File: config.mk
export PLATFORM = sky130hd
export DESIGN_NAME = cpu_ahb_sram_slave_flat
export DESIGN_NICKNAME = d
export VERILOG_FILES = /design/src/rtl/cpu_ahb_sram_slave_if.sv /design/src/rtl/cpu_ahb_sram_slave.sv /design/src/flat_wrapper.sv
export SDC_FILE = /design/constraint.sdc
export NUM_CORES = 1
export LEC_CHECK = 0
export ABC_AREA = 1
export ABC_CLOCK_PERIOD_IN_PS = 2200
export CORE_MARGIN = 2
export CORE_UTILIZATION = 43
export DETAILED_ROUTE_END_ITERATION = 10
export GPL_TIMING_DRIVEN = 0
export MAX_ROUTING_LAYER = met4
export PLACE_DENSITY = 0.82
export SLEW_MARGIN = 5
export SYNTH_ARGS = -nofsm -noshare
export SYNTH_HDL_FRONTEND = slang
export SYNTH_SLANG_ARGS = --single-unit
File: constraint.sdc
create_clock -name cpu_clk -period 2.2 [get_ports cpu_clk]
set_clock_uncertainty 0.2 [all_clocks]
set_input_delay 0.33 -clock cpu_clk [delete_from_list [all_inputs] [get_ports cpu_clk]]
set_output_delay 0.33 -clock cpu_clk [all_outputs]
set_load 0.1 [all_outputs]
File: src/rtl/cpu_ahb_sram_slave_if.sv
// AHB-Lite bus bundle between the CPU system bus (master side) and cpu_ahb_sram_slave.
// Latency: none (wires only).
// Backpressure: hready from the slave stalls the master; hreadyin is the bus-wide HREADY.
// Ports: master drives hsel/haddr/htrans/hwrite/hsize/hburst/hprot/hwdata/hreadyin,
//        slave returns hrdata/hready/hresp.
interface cpu_ahb_sram_slave_if;
   logic        hsel;
   logic [31:0] haddr;
   logic [1:0]  htrans;
   logic        hwrite;
   logic [2:0]  hsize;
   logic [2:0]  hburst;
   logic [3:0]  hprot;
   logic [31:0] hwdata;
   logic        hreadyin;
   logic [31:0] hrdata;
   logic        hready;
   logic [1:0]  hresp;

   modport master (
      output hsel, haddr, htrans, hwrite, hsize, hburst, hprot, hwdata, hreadyin,
      input  hrdata, hready, hresp
   );

   modport slave (
      input  hsel, haddr, htrans, hwrite, hsize, hburst, hprot, hwdata, hreadyin,
      output hrdata, hready, hresp
   );
endinterface

File: src/rtl/cpu_ahb_sram_slave.sv
// AHB-Lite slave onto a single-port sync SRAM with a one-entry posted write buffer.
// Latency: zero-wait reads (data in the cycle after the address phase), zero-wait writes.
// Backpressure: one wait state when a write data phase finds the buffer full and a read
//   address phase blocks the drain; two-cycle ERROR response for illegal transfers.
// Ports: cpu_clk, pad_cpu_rst_b (async, active-low), ahb (slave modport of
//   cpu_ahb_sram_slave_if), sram_ce/we/addr/wdata/wbe out, sram_rdata in.
// Optional feature: define CPU_AHB_SRAM_ERR_RESP_EN to enable illegal-transfer detection
//   and the ERROR response; otherwise hresp is always OKAY and upper address bits alias.
module cpu_ahb_sram_slave #(
   parameter int ADDR_W   = 14,
   parameter int REGION_W = 20
) (
   input  logic                cpu_clk,
   input  logic                pad_cpu_rst_b,
   cpu_ahb_sram_slave_if.slave ahb,
   output logic                sram_ce,
   output logic                sram_we,
   output logic [ADDR_W-1:0]   sram_addr,
   output logic [31:0]         sram_wdata,
   output logic [3:0]          sram_wbe,
   input  logic [31:0]         sram_rdata
);

   logic [ADDR_W-1:0] a_word;
   logic [3:0]        a_be;
   logic              illegal;
   logic              acc;
   logic              rd_issue;
   logic              wr_acc;
   logic              rd_req;
   logic              conflict;
   logic              drain;
   logic              load;
   logic              err_wait;
   logic [1:0]        rsp;
   logic [31:0]       hrdata;

   logic              wr_dp_q,    wr_dp_d;
   logic [ADDR_W-1:0] wr_addr_q,  wr_addr_d;
   logic [3:0]        wr_be_q,    wr_be_d;
   logic              rd_dp_q,    rd_dp_d;
   logic [ADDR_W-1:0] rd_addr_q,  rd_addr_d;
   logic              buf_vld_q,  buf_vld_d;
   logic [ADDR_W-1:0] buf_addr_q, buf_addr_d;
   logic [31:0]       buf_data_q, buf_data_d;
   logic [3:0]        buf_be_q,   buf_be_d;

   logic unused_bits;
   assign unused_bits = ^{ahb.hburst, ahb.hprot, ahb.haddr};

   // Address-phase decode: word address and lane enables.
   always_comb begin
      a_word = ahb.haddr[ADDR_W+1:2];
      a_be   = 4'b1111;
      case (ahb.hsize)
         3'd0:    a_be = 4'b0001 << ahb.haddr[1:0];
         3'd1:    a_be = 4'b0011 << {ahb.haddr[1], 1'b0};
         default: a_be = 4'b1111;
      endcase
   end

`ifdef CPU_AHB_SRAM_ERR_RESP_EN
   typedef enum logic [1:0] {ST_OKAY, ST_ERR1, ST_ERR2} rsp_st_t;

   rsp_st_t    st_q;
   logic [1:0] hresp_q;
   logic       err_wait_q;

   assign illegal = (ahb.hsize > 3'd2)
                  | ((ahb.hsize == 3'd1) & ahb.haddr[0])
                  | ((ahb.hsize == 3'd2) & (ahb.haddr[1:0] != 2'b00))
                  | (ahb.haddr[REGION_W-1:ADDR_W+2] != '0);

   // Response FSM: ERR1 stalls with ERROR, ERR2 completes it. An illegal transfer
   // accepted during ERR2 restarts the sequence.
   always_ff @(posedge cpu_clk or negedge pad_cpu_rst_b) begin
      if (!pad_cpu_rst_b) begin
         st_q       <= ST_OKAY;
         hresp_q    <= 2'b00;
         err_wait_q <= 1'b0;
      end else begin
         case (st_q)
            ST_ERR1: begin
               st_q       <= ST_ERR2;
               hresp_q    <= 2'b01;
               err_wait_q <= 1'b0;
            end
            default: begin
               if (acc && illegal) begin
                  st_q       <= ST_ERR1;
                  hresp_q    <= 2'b01;
                  err_wait_q <= 1'b1;
               end else begin
                  st_q       <= ST_OKAY;
                  hresp_q    <= 2'b00;
                  err_wait_q <= 1'b0;
               end
            end
         endcase
      end
   end

   assign err_wait = err_wait_q;
   assign rsp      = hresp_q;
`else
   localparam int unused_region_w = REGION_W;
   assign illegal  = 1'b0;
   assign err_wait = 1'b0;
   assign rsp      = 2'b00;
`endif

   // rd_req deliberately excludes hready/hreadyin: with a single slave hreadyin is our
   // own hready, so using it here would close a combinational loop.
   assign rd_req   = ahb.hsel & ahb.htrans[1] & ~ahb.hwrite & ~illegal;
   assign conflict = wr_dp_q & buf_vld_q & rd_req;
   assign acc      = ahb.hsel & ahb.hreadyin & ahb.htrans[1] & ahb.hready;
   assign rd_issue = acc & ~ahb.hwrite & ~illegal;
   assign wr_acc   = acc &  ahb.hwrite & ~illegal;
   // During a conflict hready is low, so no read issues and the old entry drains.
   assign drain    = buf_vld_q & ~rd_issue;
   assign load     = wr_dp_q & ~conflict;

   assign ahb.hready = ~conflict & ~err_wait;
   assign ahb.hresp  = rsp;
   assign ahb.hrdata = hrdata;

   always_comb begin
      wr_dp_d    = wr_acc | (wr_dp_q & conflict);
      wr_addr_d  = wr_acc ? a_word : wr_addr_q;
      wr_be_d    = wr_acc ? a_be   : wr_be_q;
      rd_dp_d    = rd_issue;
      rd_addr_d  = rd_issue ? a_word : rd_addr_q;
      buf_vld_d  = buf_vld_q;
      buf_addr_d = buf_addr_q;
      buf_data_d = buf_data_q;
      buf_be_d   = buf_be_q;
      if (drain) begin
         buf_vld_d = 1'b0;
      end
      // Load after drain so a same-cycle drain+load leaves the new entry valid.
      if (load) begin
         buf_vld_d  = 1'b1;
         buf_addr_d = wr_addr_q;
         buf_data_d = ahb.hwdata;
         buf_be_d   = wr_be_q;
      end
   end

   // Single SRAM port: read issue wins, the buffer drains otherwise.
   always_comb begin
      sram_ce    = 1'b0;
      sram_we    = 1'b0;
      sram_addr  = '0;
      sram_wdata = '0;
      sram_wbe   = '0;
      if (rd_issue) begin
         sram_ce   = 1'b1;
         sram_addr = a_word;
      end else if (drain) begin
         sram_ce    = 1'b1;
         sram_we    = 1'b1;
         sram_addr  = buf_addr_q;
         sram_wdata = buf_data_q;
         sram_wbe   = buf_be_q;
      end
   end

   // Read data phase: lanes still pending in the buffer override stale SRAM data.
   always_comb begin
      hrdata = '0;
      if (rd_dp_q) begin
         for (int i = 0; i < 4; i++) begin
            if (buf_vld_q && (buf_addr_q == rd_addr_q) && buf_be_q[i]) begin
               hrdata[8*i +: 8] = buf_data_q[8*i +: 8];
            end else begin
               hrdata[8*i +: 8] = sram_rdata[8*i +: 8];
            end
         end
      end
   end

   always_ff @(posedge cpu_clk or negedge pad_cpu_rst_b) begin
      if (!pad_cpu_rst_b) begin
         wr_dp_q    <= 1'b0;
         wr_addr_q  <= '0;
         wr_be_q    <= '0;
         rd_dp_q    <= 1'b0;
         rd_addr_q  <= '0;
         buf_vld_q  <= 1'b0;
         buf_addr_q <= '0;
         buf_data_q <= '0;
         buf_be_q   <= '0;
      end else begin
         wr_dp_q    <= wr_dp_d;
         wr_addr_q  <= wr_addr_d;
         wr_be_q    <= wr_be_d;
         rd_dp_q    <= rd_dp_d;
         rd_addr_q  <= rd_addr_d;
         buf_vld_q  <= buf_vld_d;
         buf_addr_q <= buf_addr_d;
         buf_data_q <= buf_data_d;
         buf_be_q   <= buf_be_d;
      end
   end

endmodule

File: src/flat_wrapper.sv
// flat-port wrapper written by rule: the top's interface ports become plain ports
module cpu_ahb_sram_slave_flat 
#(
   parameter int ADDR_W   = 14,
   parameter int REGION_W = 20
)
  (cpu_clk, pad_cpu_rst_b, sram_ce, sram_we, sram_addr, sram_wdata, sram_wbe, sram_rdata, ahb_hsel, ahb_haddr, ahb_htrans, ahb_hwrite, ahb_hsize, ahb_hburst, ahb_hprot, ahb_hwdata, ahb_hreadyin, ahb_hrdata, ahb_hready, ahb_hresp);
  cpu_ahb_sram_slave_if ahb_i ();
  input  logic cpu_clk;
  input  logic pad_cpu_rst_b;
  output logic sram_ce;
  output logic sram_we;
  output logic [ADDR_W-1:0] sram_addr;
  output logic [31:0] sram_wdata;
  output logic [3:0] sram_wbe;
  input  logic [31:0] sram_rdata;
  input wire logic [$bits(ahb_i.hsel)-1:0] ahb_hsel;
  input wire logic [$bits(ahb_i.haddr)-1:0] ahb_haddr;
  input wire logic [$bits(ahb_i.htrans)-1:0] ahb_htrans;
  input wire logic [$bits(ahb_i.hwrite)-1:0] ahb_hwrite;
  input wire logic [$bits(ahb_i.hsize)-1:0] ahb_hsize;
  input wire logic [$bits(ahb_i.hburst)-1:0] ahb_hburst;
  input wire logic [$bits(ahb_i.hprot)-1:0] ahb_hprot;
  input wire logic [$bits(ahb_i.hwdata)-1:0] ahb_hwdata;
  input wire logic [$bits(ahb_i.hreadyin)-1:0] ahb_hreadyin;
  output wire logic [$bits(ahb_i.hrdata)-1:0] ahb_hrdata;
  output wire logic [$bits(ahb_i.hready)-1:0] ahb_hready;
  output wire logic [$bits(ahb_i.hresp)-1:0] ahb_hresp;
  assign ahb_i.hsel = ahb_hsel;
  assign ahb_i.haddr = ahb_haddr;
  assign ahb_i.htrans = ahb_htrans;
  assign ahb_i.hwrite = ahb_hwrite;
  assign ahb_i.hsize = ahb_hsize;
  assign ahb_i.hburst = ahb_hburst;
  assign ahb_i.hprot = ahb_hprot;
  assign ahb_i.hwdata = ahb_hwdata;
  assign ahb_i.hreadyin = ahb_hreadyin;
  assign ahb_hrdata = ahb_i.hrdata;
  assign ahb_hready = ahb_i.hready;
  assign ahb_hresp = ahb_i.hresp;
  cpu_ahb_sram_slave #(.ADDR_W(ADDR_W), .REGION_W(REGION_W)) u_core (.cpu_clk(cpu_clk), .pad_cpu_rst_b(pad_cpu_rst_b), .ahb(ahb_i), .sram_ce(sram_ce), .sram_we(sram_we), .sram_addr(sram_addr), .sram_wdata(sram_wdata), .sram_wbe(sram_wbe), .sram_rdata(sram_rdata));
endmodule
==> metrics.cfg <==
[worst_setup_path]
timing.rr.start = u_core.buf_vld_q
path_class = reg2out
r2r_end = u_core.buf_data_q[3]
end_kind = output port
cp.arrival_ns = 2.47
startpoint_type = register
max_stage_delay_ns = 0.44
worst_r2r_path_depth = 9
cp_slowest_cell = dfrtp_1
crit_top_cell = nand2_1
crit_required_ns = 1.67
path_cells = inv_1 > nand2_1 > nand2_1 > nor2_2 > nand2_2 > nor2_8 > nand3_4 > buf_12 > nand2_1 > nand2_1 > nor2_4 > buf_12
critPathMaxFanout = 6
r2r_setup_slack_ns = 0.15

[routing]
finalWirelength_mm = 26.6
antenna_left = 0
drt_iter0_markers = 733
vias_per_cell = 5.94
wl_per_cell_um = 26.2
drc_errors = 0
num_vias = 6035
drtPass1Iterations = 5

[cts]
clkLatencyLatePin_ns = 0.36
clock_path_buffers = 2
cts_tree = built
cts_sinks = 85
cts_buffers = 9
cts-root-buf = clkbuf_8
htreeDepth = 3
clkTransAtPathRegs_ns = 0.11

[logic_synthesis]
yosys-top-cells-area = dfrtp_1 (46%), nor2_1 (12%), nand2_1 (11%), inv_1 (8.8%), a21oi_1 (5.0%)
synthCells = 637
synth_edf_count = 0
ys_ff_latch = 85
synth_area_leader_cell = dfrtp_1
async_flop_share_pct = 100
syn_area_um2 = 4600
yosysSeqAreaShare_pct = 46.3
synth_cell_types = 24
synth_flop_cell = dfrtp_1
syn_avg_cell_area_um2 = 7.21
synthDominantCellAreaShare_pct = 46.3
ys_warn_count = 0

[placed_design]
place_ws_ns = -1.44
dp_hpwl_mm = 11.1
place_congestion = 0.854
port_buffers = 173

[finish]
fin_util_pct = 92.4
drive_gt1_share_pct = 45.9
diodes = 0
syn_to_final_growth_pct = 108
nets = 988

[global_route]
grt_use_total_pct = 35.8
grt_max_degree = 48
grt_pass1_wl_mm = 30.6
grt-ovfl-total = 0
grt_pass1_vias = 5699
antenna_found_initial = 0

[floorplanning]
ios = 200
fp-row-count = 37
die_h_um = 107
initial_utilization_pct = 44.3
core_um2 = 10400
dieArea_um2 = 11500
die_x_um = 107

[status]
status = finished, violations left
violations = negative setup slack

[timing]
finalSetupTns_ns = -30.59
rsz0062_at_grt = yes
worst_pin_slew_ns = 0.689
finalSetupViolCount = 83
fmax_mhz = 334
slew_headroom_pct = 54.1
drv_slew = 0
fin_ws_ns = -0.795
final_hold_viol_count = 0
fin_crit_ns = 3.00
period_share_pct = 136

[power_and_ir_drop]
p_comb_share_pct = 37.4
leakage_nw = 4.52
power.share.switching_pct = 41.8
seqPwrFrac_pct = 39.9
p_per_area_nw_per_um2 = 572
clock_power_share_pct = 22.7
p_int_mw = 3.19
vdd_drop_max_mv = 0.445
netSwitchingPower_mw = 2.29

[run]
cap_violations = 0

[worst_hold_path]
hold_path.class = in2async

[synth_stat cells (6+ instances only)]
library cell  number
clkbuf_1           6
nand2_1          139
buf_2             10
inv_1            108
mux2_2             6
buf_4              6
nor2_1           151
dfrtp_1           85
a21oi_1           46
nand2_2           11
o21ai_0           38
[per-stage QoR]
stage	power (mW)	cell area, um^2	cells	hold slack (ns)
after floorplan	3.06	5240	638	-0.166
after global placement	3.45	7140	947	0.290
after detailed placement	3.52	7160	948	0.133
after CTS	4.92	8880	988	0.260
after global routing	5.58	9580	1016	0.322
final	5.48	9580	1016	0.270
[cell type report]
type	instances	area, um^2
Timing Repair inverter	1	7.51
Buffer	28	335
Multi-Input combinational cell	412	3080
Clock buffer	11	151
Timing Repair Buffer	226	3220
Tap cell	136	170
Fill cell	274	788
Sequential cell	85	2130
Inverter	112	432
Clock inverter	5	58.8
[power by group through the flow]
stage          logic [mW]  clock network (mW)  registers, mW
4_1_cts              1.66                1.17           2.09
2_1_floorplan        1.02                   0           2.04
6_report             2.05                1.24           2.19
3_3_place_gp         1.37                   0           2.07
5_1_grt              2.11                1.29           2.19
3_5_place_dp         1.42                   0           2.09
[worst max-delay path: cells and delay by family, from the launching register on]
kind          cells  cell delay, ns
flops             1            0.44
simple gates      9            1.17
buf+inv           3            0.49
[placed cells by master, fill, tap and decap left out, types with 26 or more instances in the layout]
master	instances
nor2_4	85
nor2_1	52
buf_12	96
dfrtp_1	85
a21oi_1	45
nand2_1	75
clkdlybuf4s50_1	83
buf_4	31
nand2_4	37
nand2_2	34
inv_1	93
o21ai_0	26
[kinds of logic after synthesis]
family | after synthesis | synth area share, %
AOI/OAI and AO/OA | 88 | 9.80
xor gates and xnor gates | 1 | 0.191
and+or+nand+nor | 315 | 28.6
muxes | 6 | 1.47
DFF | 85 | 46.3
buffers and inverters | 141 | 13.6
other | 1 | 0.0816
[state kept, by name, summed over array words and instances, names as in the netlist]
register,cells
u_core.wr_addr_q,14
u_core.buf_vld_q,1
u_core.buf_be_q,4
u_core.wr_be_q,4
u_core.buf_addr_q,14
u_core.wr_dp_q,1
u_core.rd_addr_q,14
u_core.buf_data_q,32
u_core.rd_dp_q,1
[how the worst max path moves through the flow]
stage          slack (ns)                    end                 start
3_5_place_dp        -1.44          sram_addr[11]              ahb_hsel
3_3_place_gp        -2.43  u_core.buf_data_q[22]         pad_cpu_rst_b
2_1_floorplan       -0.31          sram_addr[10]          ahb_hreadyin
6_report            -0.80         ahb_hrdata[16]   u_core.rd_addr_q[4]
5_1_grt             -0.81          ahb_hrdata[7]  u_core.buf_addr_q[3]
4_1_cts             -0.45         ahb_hrdata[16]  u_core.buf_addr_q[8]
[routing by layer]
layer	global-route usage [%]	share of wire, %	vias up	wire (um)
met5	-	0	-	0
met4	15.2	9.4	0	2490
met3	7.08	11	234	2970
met2	64.2	47	606	12500
met1	38.4	33	2816	8660
li1	-	-	2379	-
[repair_timing]
| action | 4_1_cts | 5_1_grt |
|---|---|---|
| hold endpoints to repair | 38 | 0 |
| setup buffers | 17 | 30 |
| pin swaps | 20 | 40 |
| hold buffers | 1 | 0 |
| gates cloned | 6 | 3 |
| gates resized for setup | 870 | 132 |
| endpoints found under the setup margin | 85 | 85 |
Note: power is estimated with default switching activity, not from simulation.
